==> src/rtl/alu_shift_sequencer_if.sv <==
// Request/response handshake plus the ALU drive/return bus of the
// alu_shift_sequencer. The sequencer connects through the slave modport;
// the requester/ALU side uses the master modport.
interface alu_shift_sequencer_if #(
    parameter int WIDTH = 32,
    parameter int CNT_W = 5
);
    // Request channel
    logic             reqValid;
    logic             reqReady;
    logic [3:0]       reqOp;
    logic [WIDTH-1:0] reqA;
    logic [WIDTH-1:0] reqB;
    logic [CNT_W-1:0] reqShiftCount;

    // Response channel
    logic             rspValid;
    logic             rspReady;
    logic [WIDTH-1:0] rspResult;
    logic             rspZero;
    logic             rspCarry;
    logic             busy;

    // ALU drive and return
    logic [WIDTH-1:0] aluOperandA;
    logic [WIDTH-1:0] aluOperandB;
    logic [3:0]       aluOp;
    logic             aluShiftAmount;
    logic             aluEnable;
    logic [WIDTH-1:0] aluRes;
    logic             aluZero;
    logic             aluCarry;

    modport slave (
        input  reqValid, reqOp, reqA, reqB, reqShiftCount, rspReady,
               aluRes, aluZero, aluCarry,
        output reqReady, rspValid, rspResult, rspZero, rspCarry, busy,
               aluOperandA, aluOperandB, aluOp, aluShiftAmount, aluEnable
    );

    modport master (
        output reqValid, reqOp, reqA, reqB, reqShiftCount, rspReady,
               aluRes, aluZero, aluCarry,
        input  reqReady, rspValid, rspResult, rspZero, rspCarry, busy,
               aluOperandA, aluOperandB, aluOp, aluShiftAmount, aluEnable
    );
endinterface

==> src/rtl/alu_shift_sequencer.sv <==
// Multi-cycle controller in front of a single-cycle ALU. One operation in
// flight at a time: single-cycle ops take one ALU pass, shifts of distance
// N take N passes of the ALU's 1-bit shift. ALU outputs are driven (and the
// ALU enabled) only while a pass is being issued.
module alu_shift_sequencer #(
    parameter int WIDTH = 32,
    parameter int CNT_W = 5
) (
    input  logic                 clk,
    input  logic                 reset,
    alu_shift_sequencer_if.slave bus
);
    localparam logic [3:0] OP_SLA = 4'b0110;
    localparam logic [3:0] OP_SRA = 4'b0111;
    localparam logic [3:0] OP_SRL = 4'b1000;

    typedef enum logic [1:0] {IDLE, EXEC, SHIFT, DONE} state_t;

    state_t           state;
    logic [CNT_W-1:0] remaining;
    logic             req_is_shift;

    // Decode whether the offered request is one of the iterated shifts.
    assign req_is_shift = (bus.reqOp == OP_SLA) || (bus.reqOp == OP_SRA) ||
                          (bus.reqOp == OP_SRL);

    // Sequencer FSM with registered outputs. The ALU drive registers double
    // as the latched request: aluOperandA is the shift work register, so no
    // separate copy of op/A/B is kept.
    // NOTE: sequential state uses non-blocking assignments so every register
    // samples pre-edge values; blocking here would create order-dependent races.
    always_ff @(posedge clk or posedge reset) begin
        if (reset) begin
            state              <= IDLE;
            remaining          <= '0;
            bus.reqReady       <= 1'b1;
            bus.busy           <= 1'b0;
            bus.rspValid       <= 1'b0;
            bus.rspResult      <= '0;
            bus.rspZero        <= 1'b0;
            bus.rspCarry       <= 1'b0;
            bus.aluOperandA    <= '0;
            bus.aluOperandB    <= '0;
            bus.aluOp          <= '0;
            bus.aluShiftAmount <= 1'b0;
            bus.aluEnable      <= 1'b0;
        end else begin
            case (state)
                IDLE: begin
                    // reqReady is high throughout IDLE, so reqValid alone is the handshake
                    if (bus.reqValid) begin
                        bus.reqReady <= 1'b0;
                        bus.busy     <= 1'b1;
                        if (!req_is_shift) begin
                            state              <= EXEC;
                            bus.aluOp          <= bus.reqOp;
                            bus.aluOperandA    <= bus.reqA;
                            bus.aluOperandB    <= bus.reqB;
                            bus.aluShiftAmount <= 1'b0;
                            bus.aluEnable      <= 1'b1;
                        end else if (bus.reqShiftCount != '0) begin
                            state              <= SHIFT;
                            remaining          <= bus.reqShiftCount;
                            bus.aluOp          <= bus.reqOp;
                            bus.aluOperandA    <= bus.reqA;
                            bus.aluOperandB    <= '0;
                            bus.aluShiftAmount <= 1'b1;
                            bus.aluEnable      <= 1'b1;
                        end else begin
                            // Zero-distance shift answers directly; the ALU stays off
                            state         <= DONE;
                            bus.rspValid  <= 1'b1;
                            bus.rspResult <= bus.reqA;
                            bus.rspZero   <= (bus.reqA == {WIDTH{1'b0}});
                            bus.rspCarry  <= 1'b0;
                        end
                    end
                end

                EXEC: begin
                    state              <= DONE;
                    bus.rspValid       <= 1'b1;
                    bus.rspResult      <= bus.aluRes;
                    bus.rspZero        <= bus.aluZero;
                    bus.rspCarry       <= bus.aluCarry;
                    bus.aluOperandA    <= '0;
                    bus.aluOperandB    <= '0;
                    bus.aluOp          <= '0;
                    bus.aluShiftAmount <= 1'b0;
                    bus.aluEnable      <= 1'b0;
                end

                SHIFT: begin
                    if (remaining == CNT_W'(1)) begin
                        // Last pass: the shifted-out bit is not reported as carry
                        state              <= DONE;
                        remaining          <= '0;
                        bus.rspValid       <= 1'b1;
                        bus.rspResult      <= bus.aluRes;
                        bus.rspZero        <= bus.aluZero;
                        bus.rspCarry       <= 1'b0;
                        bus.aluOperandA    <= '0;
                        bus.aluOperandB    <= '0;
                        bus.aluOp          <= '0;
                        bus.aluShiftAmount <= 1'b0;
                        bus.aluEnable      <= 1'b0;
                    end else begin
                        bus.aluOperandA <= bus.aluRes;
                        remaining       <= remaining - CNT_W'(1);
                    end
                end

                DONE: begin
                    // Response registers hold until the consumer takes them
                    if (bus.rspReady) begin
                        state        <= IDLE;
                        bus.rspValid <= 1'b0;
                        bus.reqReady <= 1'b1;
                        bus.busy     <= 1'b0;
                    end
                end

                default: begin
                    state <= IDLE;
                end
            endcase
        end
    end
endmodule

==> src/flat_wrapper.sv <==
// flat-port wrapper written by rule: the top's interface ports become plain ports
module alu_shift_sequencer_flat 
#(
    parameter int WIDTH = 32,
    parameter int CNT_W = 5
)
  (clk, reset, bus_reqValid, bus_reqOp, bus_reqA, bus_reqB, bus_reqShiftCount, bus_rspReady, bus_aluRes, bus_aluZero, bus_aluCarry, bus_reqReady, bus_rspValid, bus_rspResult, bus_rspZero, bus_rspCarry, bus_busy, bus_aluOperandA, bus_aluOperandB, bus_aluOp, bus_aluShiftAmount, bus_aluEnable);
  alu_shift_sequencer_if #(.WIDTH(WIDTH), .CNT_W(CNT_W)) bus_i ();
  input  logic clk;
  input  logic reset;
  input wire logic [$bits(bus_i.reqValid)-1:0] bus_reqValid;
  input wire logic [$bits(bus_i.reqOp)-1:0] bus_reqOp;
  input wire logic [$bits(bus_i.reqA)-1:0] bus_reqA;
  input wire logic [$bits(bus_i.reqB)-1:0] bus_reqB;
  input wire logic [$bits(bus_i.reqShiftCount)-1:0] bus_reqShiftCount;
  input wire logic [$bits(bus_i.rspReady)-1:0] bus_rspReady;
  input wire logic [$bits(bus_i.aluRes)-1:0] bus_aluRes;
  input wire logic [$bits(bus_i.aluZero)-1:0] bus_aluZero;
  input wire logic [$bits(bus_i.aluCarry)-1:0] bus_aluCarry;
  output wire logic [$bits(bus_i.reqReady)-1:0] bus_reqReady;
  output wire logic [$bits(bus_i.rspValid)-1:0] bus_rspValid;
  output wire logic [$bits(bus_i.rspResult)-1:0] bus_rspResult;
  output wire logic [$bits(bus_i.rspZero)-1:0] bus_rspZero;
  output wire logic [$bits(bus_i.rspCarry)-1:0] bus_rspCarry;
  output wire logic [$bits(bus_i.busy)-1:0] bus_busy;
  output wire logic [$bits(bus_i.aluOperandA)-1:0] bus_aluOperandA;
  output wire logic [$bits(bus_i.aluOperandB)-1:0] bus_aluOperandB;
  output wire logic [$bits(bus_i.aluOp)-1:0] bus_aluOp;
  output wire logic [$bits(bus_i.aluShiftAmount)-1:0] bus_aluShiftAmount;
  output wire logic [$bits(bus_i.aluEnable)-1:0] bus_aluEnable;
  assign bus_i.reqValid = bus_reqValid;
  assign bus_i.reqOp = bus_reqOp;
  assign bus_i.reqA = bus_reqA;
  assign bus_i.reqB = bus_reqB;
  assign bus_i.reqShiftCount = bus_reqShiftCount;
  assign bus_i.rspReady = bus_rspReady;
  assign bus_i.aluRes = bus_aluRes;
  assign bus_i.aluZero = bus_aluZero;
  assign bus_i.aluCarry = bus_aluCarry;
  assign bus_reqReady = bus_i.reqReady;
  assign bus_rspValid = bus_i.rspValid;
  assign bus_rspResult = bus_i.rspResult;
  assign bus_rspZero = bus_i.rspZero;
  assign bus_rspCarry = bus_i.rspCarry;
  assign bus_busy = bus_i.busy;
  assign bus_aluOperandA = bus_i.aluOperandA;
  assign bus_aluOperandB = bus_i.aluOperandB;
  assign bus_aluOp = bus_i.aluOp;
  assign bus_aluShiftAmount = bus_i.aluShiftAmount;
  assign bus_aluEnable = bus_i.aluEnable;
  alu_shift_sequencer #(.WIDTH(WIDTH), .CNT_W(CNT_W)) u_core (.clk(clk), .reset(reset), .bus(bus_i));
endmodule
==> config.mk <==
export PLATFORM = sky130hd
export DESIGN_NAME = alu_shift_sequencer_flat
export DESIGN_NICKNAME = d
export VERILOG_FILES = /design/src/rtl/alu_shift_sequencer_if.sv /design/src/rtl/alu_shift_sequencer.sv /design/src/flat_wrapper.sv
export SDC_FILE = /design/constraint.sdc
export NUM_CORES = 1
export LEC_CHECK = 0
export ABC_CLOCK_PERIOD_IN_PS = 5000
export CAP_MARGIN = 20
export CORE_ASPECT_RATIO = 1.2
export CORE_MARGIN = 10
export CORE_UTILIZATION = 43
export CTS_CLUSTER_SIZE = 10
export DETAILED_ROUTE_END_ITERATION = 12
export PLACE_DENSITY = 0.91
export SLEW_MARGIN = 10
export SYNTH_ARGS = -nofsm -noshare
export SYNTH_HDL_FRONTEND = slang
export SYNTH_SLANG_ARGS = --single-unit
==> constraint.sdc <==
create_clock -name clk -period 5 [get_ports clk]
set_input_delay 1.5 -clock clk [delete_from_list [all_inputs] [get_ports clk]]
set_output_delay 1.5 -clock clk [all_outputs]
set_load 0.01 [all_outputs]
Word-level counts from Yosys, hierarchy flattened
Cells that the tools add are included.
- bits in registers: 114
- bits of input ports: 111
- output and inout bits: 107
- word-level logic and storage cells: 102
- add/sub/neg operators: 1
- eq/ne operators: 14
- mux-type cells: 59
- reductions and logical operators: 15
- operators by type and width (cell ; count):
    32-bit 2-to-1 mux ; 12
    32-bit case mux with 3 select lines ; 3
    32-bit logical NOT ; 1
    1-bit 2-to-1 mux ; 22
    5-bit 2-to-1 mux ; 4
    4-bit 2-to-1 mux ; 4
    1-bit case mux with 3 select lines ; 4
    4-bit case mux with 3 select lines ; 1
    5-bit case mux with 2 select lines ; 1
    5-bit AND reduction ; 2
    3-bit AND reduction ; 3
    4-bit by 3-bit == test with 1-bit output (second input constant) ; 2
    2-bit 2-to-1 mux ; 4
    2-bit case mux with 4 select lines ; 1
    4-bit AND reduction ; 2
    2-bit by 1-bit inequality test with 1-bit output (second input constant) ; 3
    2-bit inequality test (second input constant) ; 3
    5-bit by 1-bit == test with 1-bit output (second input constant) ; 1
    5-bit nonzero test ; 1
    5-bit by 1-bit subtractor with 5-bit output (second input constant) ; 1
    2-bit == test (second input constant) ; 2
    4-bit == test (second input constant) ; 1
    1-bit case mux with 2 select lines ; 2
    1-bit case mux with 4 select lines ; 1
    other kinds (6) ; 8

Logic depth before layout (Yosys ltp)
Gate-level depths: netlist of run 1.
- depth after elaboration: 6
- gate-level depth with buffers: 9
- depth with buffers taken out: 7

Worst setup path after synthesis of run 1
Ideal clock, no wire load.
- path type: in2reg
- from: input bus_reqOp[0]
- to: register u_core.bus.rspResult[0]
- library setup time: 0.126 ns
- arrival time: 2.859 ns
- required time: 4.874 ns
- slack: 2.015 ns
- stages on the path: 6
- path buffers: 2
- cells stage by stage: nor4b_2 -> o2111ai_1 -> a211oi_2 -> buf_2 -> buf_2 -> a21oi_1
- word-level cells in the longest chain between the ends: 5
- elaborated cells between the ends (all ways): 7
- classes of those cells: 4 x eq/ne; 3 x reduce/logical
- ends and longest elaborated chain (element ; line ; text):
    start, declared ; flat_wrapper.sv:12 ; input wire logic [$bits(bus_i.reqOp)-1:0] bus_reqOp;
    4-bit by 3-bit == test with 1-bit output ; alu_shift_sequencer.sv:24 ; assign req_is_shift = (bus.reqOp == OP_SLA) || (bus.reqOp == OP_SRA) ||
    1-bit logical OR ; alu_shift_sequencer.sv:24 ;
    1-bit logical OR * ; alu_shift_sequencer.sv:24 ;
    2-bit by 1-bit inequality test with 1-bit output (no source line) * ; n/a ;
    5-bit AND reduction (no source line) * ; n/a ;
    end signal, assigned ; alu_shift_sequencer.sv:73 ; bus.rspResult <= bus.reqA;
    end signal, assigned ; alu_shift_sequencer.sv:83 ; bus.rspResult <= bus.aluRes;
    end signal, assigned ; alu_shift_sequencer.sv:99 ; bus.rspResult <= bus.aluRes;
    end, declared ; alu_shift_sequencer_if.sv:37 ; output reqReady, rspValid, rspResult, rspZero, rspCarry, busy,
Every way passes the cells marked *; elsewhere a longest branch is shown, timed or not.
A chain may end at the register's enable or synchronous reset.

Final worst setup path of run 1
- from: input bus_reqOp[3]
- to: register u_core.bus.aluOperandB[20] in the netlist's numbering
- word-level cells in the longest chain between the ends: 6
- elaborated cells between the ends (all ways): 10
- classes of those cells: 4 x eq/ne; 3 x mux; 3 x reduce/logical
- ends and longest elaborated chain (element ; line ; text):
    4-bit by 3-bit == test with 1-bit output ; alu_shift_sequencer.sv:24 ;
    1-bit logical OR ; alu_shift_sequencer.sv:24 ;
    1-bit logical OR * ; alu_shift_sequencer.sv:24 ;
    32-bit 2-to-1 mux ; alu_shift_sequencer.sv:54 ; if (!req_is_shift) begin
    32-bit 2-to-1 mux ; alu_shift_sequencer.sv:51 ; if (bus.reqValid) begin
    32-bit case mux with 3 select lines ; alu_shift_sequencer.sv:48 ; case (state)
    end signal, assigned ; alu_shift_sequencer.sv:58 ; bus.aluOperandB <= bus.reqB;
    end, declared ; alu_shift_sequencer_if.sv:38 ; aluOperandA, aluOperandB, aluOp, aluShiftAmount, aluEnable
Every way passes the cells marked *; elsewhere a longest branch is shown, timed or not. The select of a mux whose other input is x is not followed.

==> results of run 1 <==
-- cell families (layout without fill, tap and decap cells) --
kind of cell	after synthesis	count (layout)	synth area share (%)
adders and majority gates	7	7	1.72
AOI/OAI and AO/OA	203	203	24.1
and+or+nand+nor	144	144	13.9
buffers and inverters	49	272	4.36
DFF	114	114	55.9
-- registers in the layout, indices dropped and copies added, names as in the netlist --
signal,count
u_core.bus.aluEnable,1
u_core.bus.aluOp,4
u_core.bus.aluOperandA,32
u_core.bus.aluOperandB,32
u_core.bus.aluShiftAmount,1
u_core.bus.busy,1
u_core.bus.reqReady,1
u_core.bus.rspCarry,1
u_core.bus.rspResult,32
u_core.bus.rspValid,1
u_core.bus.rspZero,1
u_core.remaining,5
u_core.state,2
-- placed cells by master (no fill, tap or decap), types with 4 or more instances in the layout --
cell type	netlist	routed
a21oi_1	104	104
a22o_1	38	38
buf_4	0	7
bufinv_16	0	4
clkbuf_16	0	17
clkbuf_8	0	5
clkdlybuf4s50_1	0	217
dfrtp_1	113	113
ha_1	7	6
inv_1	13	12
nand2_1	40	40
nor2_1	43	43
nor2b_1	32	32
nor4_1	9	9
o21ai_0	41	41
-- power by group --
group | internal (mW) | switching [mW] | leakage (nW) | total, mW
Sequential | 1.35 | 0.258 | 1.42 | 1.61
Combinational | 1.32 | 1.64 | 1.63 | 2.96
Clock | 0.899 | 0.432 | 0.309 | 1.33
Total | 3.57 | 2.33 | 3.36 | 5.90
-- Yosys cell counts, drive strengths merged, types with 2 or more instances --
master	instances	area share (%)
inv	13	0.96
o32ai	2	0.34
buf	16	1.9
a21oi	104	10
nor2	43	3.2
a22oi	2	0.29
nand2b	2	0.24
and2	2	0.24
nand2	40	2.9
dfrtp	113	55
nor3	2	0.20
o21ai	41	4.0
nand4	3	0.37
nand3	2	0.20
nor4	10	1.3
a22o	38	6.5
ha	7	1.7
a21boi	3	0.44
o211ai	2	0.29
nor2b	32	3.9
a221o	2	0.39
clkbuf	20	1.5
-- through the flow --
stage	worst slack, ps	hold slack, ps	power, mW
after global placement	922	463	4.34
after floorplan	486	492	3.22
after global routing	1030	497	6.26
final	1240	485	5.90
after CTS	1240	483	5.93
after detailed placement	863	472	4.53
-- path summary, 6_finish.rpt --
check	slack (ps)	to	cells past startpoint
worst max register to register	2320	u_core.bus.aluOperandB[20]$_DFFE_PP0P_	7
max in group asynchronous	2900	u_core.bus.aluOperandA[30]$_DFFE_PP0P_	3
min in group asynchronous	1290	u_core.bus.aluOperandB[17]$_DFFE_PP0P_	2
worst max-delay path	1240	u_core.bus.aluOperandB[20]$_DFFE_PP0P_	7
worst min register to register	490	u_core.bus.aluOperandA[21]$_DFFE_PP0P_	2
worst min-delay path	490	u_core.bus.aluOperandA[21]$_DFFE_PP0P_	2
-- critical path, cell delays in order --
cell	delay (ps)
clkdlybuf4s50_1	530
and3b_1	240
o211ai_1	340
a21boi_1	150
or3_1	730
buf_6	310
a22o_1	250
-- metal layers --
metal / share of wire [%] / track usage [%] / wire (um)
met2: 50 / 39.8 / 9780
met1: 39 / 25.1 / 7630
met3: 9.0 / 9.02 / 1750
met4: 1.7 / 7.76 / 340
met5: 0 / 0 / 0
-- layout make-up --
class	instances	share of cell area, %
clock buffer	24	6.21
clock inverter	8	1.83
inverter	13	0.635
multi-input combinational	354	25.6
tap	157	2.43
sequential	114	35.3
timing repair buffer	227	28.0
==> run metrics, run 1 <==
Top FF cell, synth=dfrtp_1; Leak=3.36 nW; Seq cells post-synth=114; antenna diode count=0; Netlist cell types=43; CTS H-tree lvls=4; drt first pass iters=5; Starting Density=44.1%; hold_sp=u_core.bus.aluOperandA[21]$_DFFE_PP0P_; r2r startpoint=u_core.remaining[1]$_DFFE_PP0P_; path type of the worst min-delay path=flop to flop; share of layout cells above drive strength 1=6.76%; WP data arrival=4060 ps; Row Count=43; final wirelength=19500 um; layout net count=845; Util after Layout=69.8%; Setup crit end kind=flop; Total Routing Usage GR=23.0%; multi-input logic area=2060 um2; Worst-Margin Slew=861 ps; worst relative slew slack=42.6%; PortBufs=217; CTS tree=yes; Async SR Flop Fraction=100%; Detailed Route Iter0 Violations=344; Die Height=139 um; period utilization=75.2%; unrepaired setup endpoints after global routing=no; CP max FO=24; Critical Path Start Type=primary input; DRT antenna net count=0; outcome=finished, final reports clean; first-pass GRT wire length=30100 um; # fillers=863; Pwr Density=730 nW/um2; Clock Tree Buf Depth=2; Critical Path Start=bus_reqOp[3]; setup repair bufs after CTS=0; IO Count=218; final std cells w/o fill=897; Post-synth EDFFs=0; HPWL Detailed=14200 um; die width=119 um; CTS Root Buffer Type=clkbuf_16; max-cap violation count=0; Clock transition at path regs=50 ps; Final Hold Vio Count=0; placed cells=864; crit path kind=primary input to flop; Setup TNS=0 ps; area grow syn2layout=58.1%; Post-Syn Nets=635; largest net degree at the start of global routing=114; clk sink count=114; Setup Viol. Count Final=0; skew final=10.1 ps; storage element area=2850 um2; fmax=266 MHz; grt ovf=0; post-synthesis cell area=5110 um2; final instance area=8080 um2; DR WL/cell=21.7 um; clk_lat worst skew=420 ps; maximum VDD drop=418 uV; post-synthesis sequential area ratio=55.9%; Cells after Synth=517; vias per inst=5.55; initial antenna violation count=0; TritonCTS Buffers=17; Synth Area per Inst=9.88 um2; Slew Viols, Final=0; Final GP Congestion=0.846; Via Count=4981; CTS Hold Bufs=0; placed cell area=7420 um2; vias in the first global route=5214; Worst Path Required=5300 ps; core area=11600 um2; die area=16700 um2; Ys Warns=0; cts repair resizes=0; Final Critical Period=3760 ps; DRC=0
Note: power is estimated with default switching activity, not from simulation.
==> run 2: changes to the inputs <==
- ABC_CLOCK_PERIOD_IN_PS: 5000 -> 3600
- clock period: 5 -> 3.6 ns (I/O delays scaled with it)
==> run metrics, run 2 (synthesis results as in run 1) <==
period utilization=84.8%; Util after Layout=69.7% (-0.097 points); Pwr Density=998 nW/um2 (+37%); Largest regs=u_core.bus.aluOperandA x32, u_core.bus.aluOperandB x32, u_core.bus.rspResult x32; Via Count=4929 (-1.0%); Starting Density=44.1% (unchanged); CTS Root Buffer Type=clkbuf_16; initial antenna violation count=0 (unchanged); HPWL Detailed=13600 um (-4.3%); vias per inst=5.51 (-0.71%); Worst Path Required=3900 ps (-1400 ps); area grow syn2layout=57.9%; layout net count=844 (-0.12%); Worst-Margin Slew=894 ps (+32.3 ps); max-cap violation count=0 (unchanged); Critical Path Start=bus_reqOp[0]; CP top delay family=compound AO/OA/AOI/OAI gates; vias in the first global route=5191 (-0.44%); DRT antenna net count=0 (unchanged); die area=16700 um2 (unchanged); Comb pwr share=50.5% (+0.3 points); internal power=4.93 mW (+38%); final wirelength=18400 um (-5.6%); path type of the worst min-delay path=flop to flop; Levels on crit path=6 (-1); Setup crit end kind=flop; PortBufs=217 (unchanged); cts repair resizes=0 (unchanged); WP data arrival=3350 ps (-710 ps); reg-to-reg endpoint=u_core.bus.aluOp[2]$_DFFE_PP0P_; drt first pass iters=5 (unchanged); Slew Viols, Final=0 (unchanged); DR WL/cell=20.6 um (-5.3%); CP max FO=6 (-75%); Final Critical Period=3050 ps; first-pass GRT wire length=28900 um (-3.8%); Clock Tree Buf Depth=2 (unchanged); Total Routing Usage GR=21.8% (-1.2 points); sw frac=38.7% (-0.73 points); die width=119 um (unchanged); CP peak stage delay=610 ps (-120 ps); crit path buf inv count=1 (-1); grt ovf=0 (unchanged); internal reg-to-reg setup slack=1280 ps (-1040 ps); clock share of power=21.9% (-0.7 points); CP max-delay cell=o21ai_0; multi-input logic area=2060 um2 (unchanged); clk sink count=114 (unchanged); Reg2Reg Depth=7 (unchanged); CTS Hold Bufs=0 (unchanged); worst relative slew slack=40.3% (-2.3 points); IO Count=218 (unchanged); Critical Path Start Type=primary input; Setup TNS=0 ps (unchanged); maximum VDD drop=606 uV (+45%); Detailed Route Iter0 Violations=414 (+20%); worst setup path endpoint=u_core.remaining[4]$_DFFE_PP0P_; core area=11600 um2 (unchanged); r2r startpoint=u_core.remaining[1]$_DFFE_PP0P_; Row Count=43 (unchanged); largest net degree at the start of global routing=69 (-39%); Final GP Congestion=0.829 (-2.0%); share of layout cells above drive strength 1=5.97% (-0.79 points); crit path kind=primary input to flop; setup repair bufs after CTS=0 (unchanged); CTS tree=yes; most common cell after layout, fill and taps aside=clkdlybuf4s50_1; outcome=finished, final reports clean; fmax=328 MHz; Clock transition at path regs=50 ps (about the same); antenna diode count=0 (unchanged); Flop pwr share=27.6% (+0.4 points); # fillers=808 (-6.4%); Net Sw Power=3.12 mW (+34%); Setup Viol. Count Final=0 (unchanged); storage element area=2850 um2 (unchanged); unrepaired setup endpoints after global routing=no; TritonCTS Buffers=17 (unchanged); Final Hold Vio Count=0 (unchanged); clk_lat worst skew=430 ps (about the same); Top cell by count, worst path=o21ai_0; worst-path cell chain=clkdlybuf4s50_1 > nor4b_2 > o2bb2ai_1 > o21ai_0 > o21ai_0 > a22o_1; Die Height=139 um (unchanged); CTS H-tree lvls=4 (unchanged); DRC=0 (unchanged); Leak=3.35 nW (-0.27%); skew final=16.8 ps (+6.70 ps); most frequent cells in the layout=clkdlybuf4s50_1, dfrtp_1, a21oi_1
run 2: cell count changes in the layout (fill, tap and decap cells not counted):
cell        delta
buf_12         +3
buf_4          -3
clkbuf_1       +3
clkbuf_8       -2
clkinvlp_4     -2
buf_6          -1
inv_4          -1
run 2: worst register-to-register path, cell delays in order, from the launching register on:
cell and delay [ps]:
dfrtp_1 390, inv_1 90, ha_1 150, or3b_1 420, o21a_4 270, or3_1 310
buf_4 260, a22o_1 310
run 2: how the worst min path moves through the flow:
stage / from / to / slack [ps] / depth (start not counted)
after floorplan: u_core.remaining[4]$_DFFE_PP0P_ / u_core.remaining[4]$_DFFE_PP0P_ / 490 / 1
after global placement: u_core.bus.aluOperandA[22]$_DFFE_PP0P_ / u_core.bus.aluOperandA[22]$_DFFE_PP0P_ / 460 / 2
after detailed placement: u_core.bus.aluOperandA[22]$_DFFE_PP0P_ / u_core.bus.aluOperandA[22]$_DFFE_PP0P_ / 470 / 2
after CTS: u_core.bus.aluOperandA[22]$_DFFE_PP0P_ / u_core.bus.aluOperandA[22]$_DFFE_PP0P_ / 480 / 2
after global routing: u_core.bus.aluOperandA[21]$_DFFE_PP0P_ / u_core.bus.aluOperandA[21]$_DFFE_PP0P_ / 510 / 2
final: u_core.bus.aluOperandA[21]$_DFFE_PP0P_ / u_core.bus.aluOperandA[21]$_DFFE_PP0P_ / 480 / 2
run 2: area by class of cell:
class                           count  share of cell area (%)
Timing Repair Buffer              226                    28.4
Clock buffer                       25                    6.02
Inverter                           13                   0.652
Sequential cell                   114                    35.4
Multi-Input combinational cell    354                    25.6
Tap cell                          157                    2.44
Clock inverter                      5                    1.55
run 2: routing by layer:
metal / up-vias / routed length, um / track usage (%)
met5: - / 0 / 0
met4: 0 / 401 / 8.72
met3: 35 / 1670 / 8.82
met2: 247 / 9120 / 36.3
met1: 2395 / 7210 / 24.2
li1: 2252 / - / -
run 2: stage by stage:
stage | setup WS (ps) | area (um2) | hold slack (ps) | power (mW) | instances
6_report | 547 | 8060 | 479 | 8.05 | 894
5_1_grt | 412 | 8060 | 505 | 8.56 | 894
4_1_cts | 560 | 8060 | 482 | 8.10 | 893
3_5_place_dp | 250 | 7450 | 471 | 6.29 | 863
3_3_place_gp | 384 | 7450 | 462 | 6.08 | 863
2_1_floorplan | 1030 | 5110 | 492 | 4.47 | 517
run 2: power by group through the flow:
stage / clock network, mW / registers, mW / logic, mW
2_1_floorplan: 0 / 2.40 / 2.07
3_3_place_gp: 0 / 2.19 / 3.89
3_5_place_dp: 0 / 2.23 / 4.06
4_1_cts: 1.78 / 2.22 / 4.11
5_1_grt: 1.84 / 2.27 / 4.45
6_report: 1.76 / 2.22 / 4.07
==> run 3: changes to the inputs <==
- ABC_CLOCK_PERIOD_IN_PS: 3600 -> 2650
- CORE_UTILIZATION: 43 -> 39
- PLACE_DENSITY: 0.91 -> 0.88
- clock period: 3.6 -> 2.65 ns (I/O delays scaled with it)
==> run metrics, run 3 (synthesis results as in run 1) <==
overall power=11.3 mW (+40%); antenna diode count=0 (unchanged); fmax=396 MHz; Net Sw Power=4.43 mW (+42%); IO Count=218 (unchanged); Final GP Congestion=0.898 (+8.3%); met1 Usage GRT=22.8% (-1.5 points); unrepaired setup endpoints after global routing=no; CTS tree=yes; CTS H-tree lvls=4 (unchanged); CTS Hold Bufs=0 (unchanged); vias per inst=5.45 (-1.1%); grt ovf=0 (unchanged); crit path kind=primary input to flop; HPWL Detailed=13800 um (+1.5%); period utilization=95.3%; Leak=3.44 nW (+2.7%); die width=124 um (+4.2%); skew final=9.16 ps (-7.66 ps); most common cell after layout, fill and taps aside=clkdlybuf4s50_1; CP top delay family=buffers and inverters; # fillers=991 (+23%); Slew Viols, Final=0 (unchanged); DRC=0 (unchanged); Critical Path Start Type=primary input; internal power=6.82 mW (+38%); CP peak stage delay=490 ps (-120 ps); Final Hold Vio Count=0 (unchanged); final instance area=8270 um2 (+2.6%); Setup Viol. Count Final=0 (unchanged); most frequent cells in the layout=clkdlybuf4s50_1, dfrtp_1, a21oi_1; layout net count=860 (+1.9%); crit path buf inv count=2 (+1); PortBufs=217 (unchanged); area grow syn2layout=62.0%; Final Critical Period=2520 ps; Comb pwr share=51.8% (+1.3 points); sw frac=39.4% (+0.64 points); largest net degree at the start of global routing=115 (+67%); setup repair bufs after CTS=0 (unchanged); DRT antenna net count=0 (unchanged); TritonCTS Buffers=17 (unchanged); initial antenna violation count=0 (unchanged); WP data arrival=2790 ps (-560 ps); Detailed Route Iter0 Violations=436 (+5.3%); Worst-Margin Slew=636 ps (-257 ps); worst relative slew slack=57.6% (+17 points); placed cell area=7600 um2 (+2.1%); Pwr Density=1360 nW/um2 (+36%); Util after Layout=65.0% (-4.7 points); CP max FO=34 (+28); Row Count=45 (+4.7%); Total Routing Usage GR=20.2% (-1.6 points); clock share of power=21.6% (-0.3 points); drt first pass iters=6 (+1); share of layout cells above drive strength 1=9.14% (+3.2 points); Starting Density=40.1% (-4.0 points); maximum VDD drop=761 uV (+26%); DR WL/cell=20.5 um (-0.21%); clk sink count=114 (unchanged); met3 usage=6.30% (-2.5 points); outcome=finished, final reports clean; Worst Path Required=2920 ps (-980 ps); path type of the worst min-delay path=flop to flop; worst-path cell chain=clkdlybuf4s50_1 > nor4b_4 > o2111ai_2 > a211oi_4 > buf_6 > o21ai_0; final wirelength=18900 um (+2.6%); Flop pwr share=26.6% (-1.0 points); gr busiest metal=met2; first-pass GRT wire length=29600 um (+2.4%); CP max-delay cell=clkdlybuf4s50_1; vias in the first global route=5278 (+1.7%); Setup crit end kind=flop; clk_lat worst skew=400 ps (-30 ps); max-cap violation count=0 (unchanged); final std cells w/o fill=919 (+2.8%); placed cells=886 (+2.7%); CTS Root Buffer Type=clkbuf_16; Clock Tree Buf Depth=2 (unchanged); met2 Track Usage GR=34.6% (-1.7 points); Final Hold Slack=484 ps (+5.56 ps); Via Count=5009 (+1.6%); core area=12700 um2 (+10%); Largest regs=u_core.bus.aluOperandA x32, u_core.bus.aluOperandB x32, u_core.bus.rspResult x32; die area=18100 um2 (+8.6%); Die Height=145 um (+4.3%); Clock transition at path regs=50 ps (about the same)
## run 3: worst register-to-register path: cells and delay by family (launching register included)
family	cells	cell delay, ps
compound gates	3	760
buf+inv	2	430
simple gates	1	420
flops	1	390
fa+ha+maj	1	140
## run 3: path summary, 6_finish.rpt
path	from	end	slack, ps	cells after the start
worst max-delay path	bus_reqOp[1]	u_core.bus.rspCarry$_DFFE_PP0P_	130	6
worst min-delay path	u_core.bus.aluOperandA[29]$_DFFE_PP0P_	u_core.bus.aluOperandA[29]$_DFFE_PP0P_	480	2
worst max register to register	u_core.remaining[1]$_DFFE_PP0P_	u_core.bus.rspCarry$_DFFE_PP0P_	370	7
worst min register to register	u_core.bus.aluOperandA[29]$_DFFE_PP0P_	u_core.bus.aluOperandA[29]$_DFFE_PP0P_	480	2
max in group asynchronous	reset	u_core.bus.rspResult[9]$_DFFE_PP0P_	1250	3
min in group asynchronous	reset	u_core.bus.aluOperandA[27]$_DFFE_PP0P_	890	3
## run 3: through the flow
step                worst slack [ps]  TNS (ps)
finish                           125         0
global route                    11.5         0
CTS                             11.8         0
detailed placement              -332    -21700
global placement                -214    -16200
floorplan                        370         0
## run 3: power by group through the flow
stage | Combinational [mW] | Sequential, mW | Clock (mW)
2_1_floorplan | 2.81 | 3.26 | 0
3_3_place_gp | 5.52 | 2.96 | 0
3_5_place_dp | 5.72 | 3.01 | 0
4_1_cts | 5.77 | 2.99 | 2.46
5_1_grt | 6.38 | 3.07 | 2.56
6_report | 5.83 | 2.99 | 2.42
## run 3: layer usage
metal,part of all wire (%),vias to the layer above,routed length (um)
li1,-,2296,-
met1,40,2431,7470
met2,50,242,9520
met3,7.5,40,1420
met4,2.5,0,465
met5,0,-,0
## run 3: cell type report
class | count | area, um2 | share of cell area (%)
Clock buffer | 19 | 443 | 5.35
Clock inverter | 13 | 185 | 2.24
Inverter | 13 | 52.6 | 0.635
Multi-Input combinational cell | 354 | 2090 | 25.3
Sequential cell | 114 | 2850 | 34.5
Tap cell | 164 | 205 | 2.48
Timing Repair Buffer | 242 | 2440 | 29.5
## run 3: repair_timing
action	CTS	global route
pin swaps	0	1
resized for setup	1	4
cloned	0	1
endpoints found under the setup margin	2	46
endpoints found under the hold margin	0	0
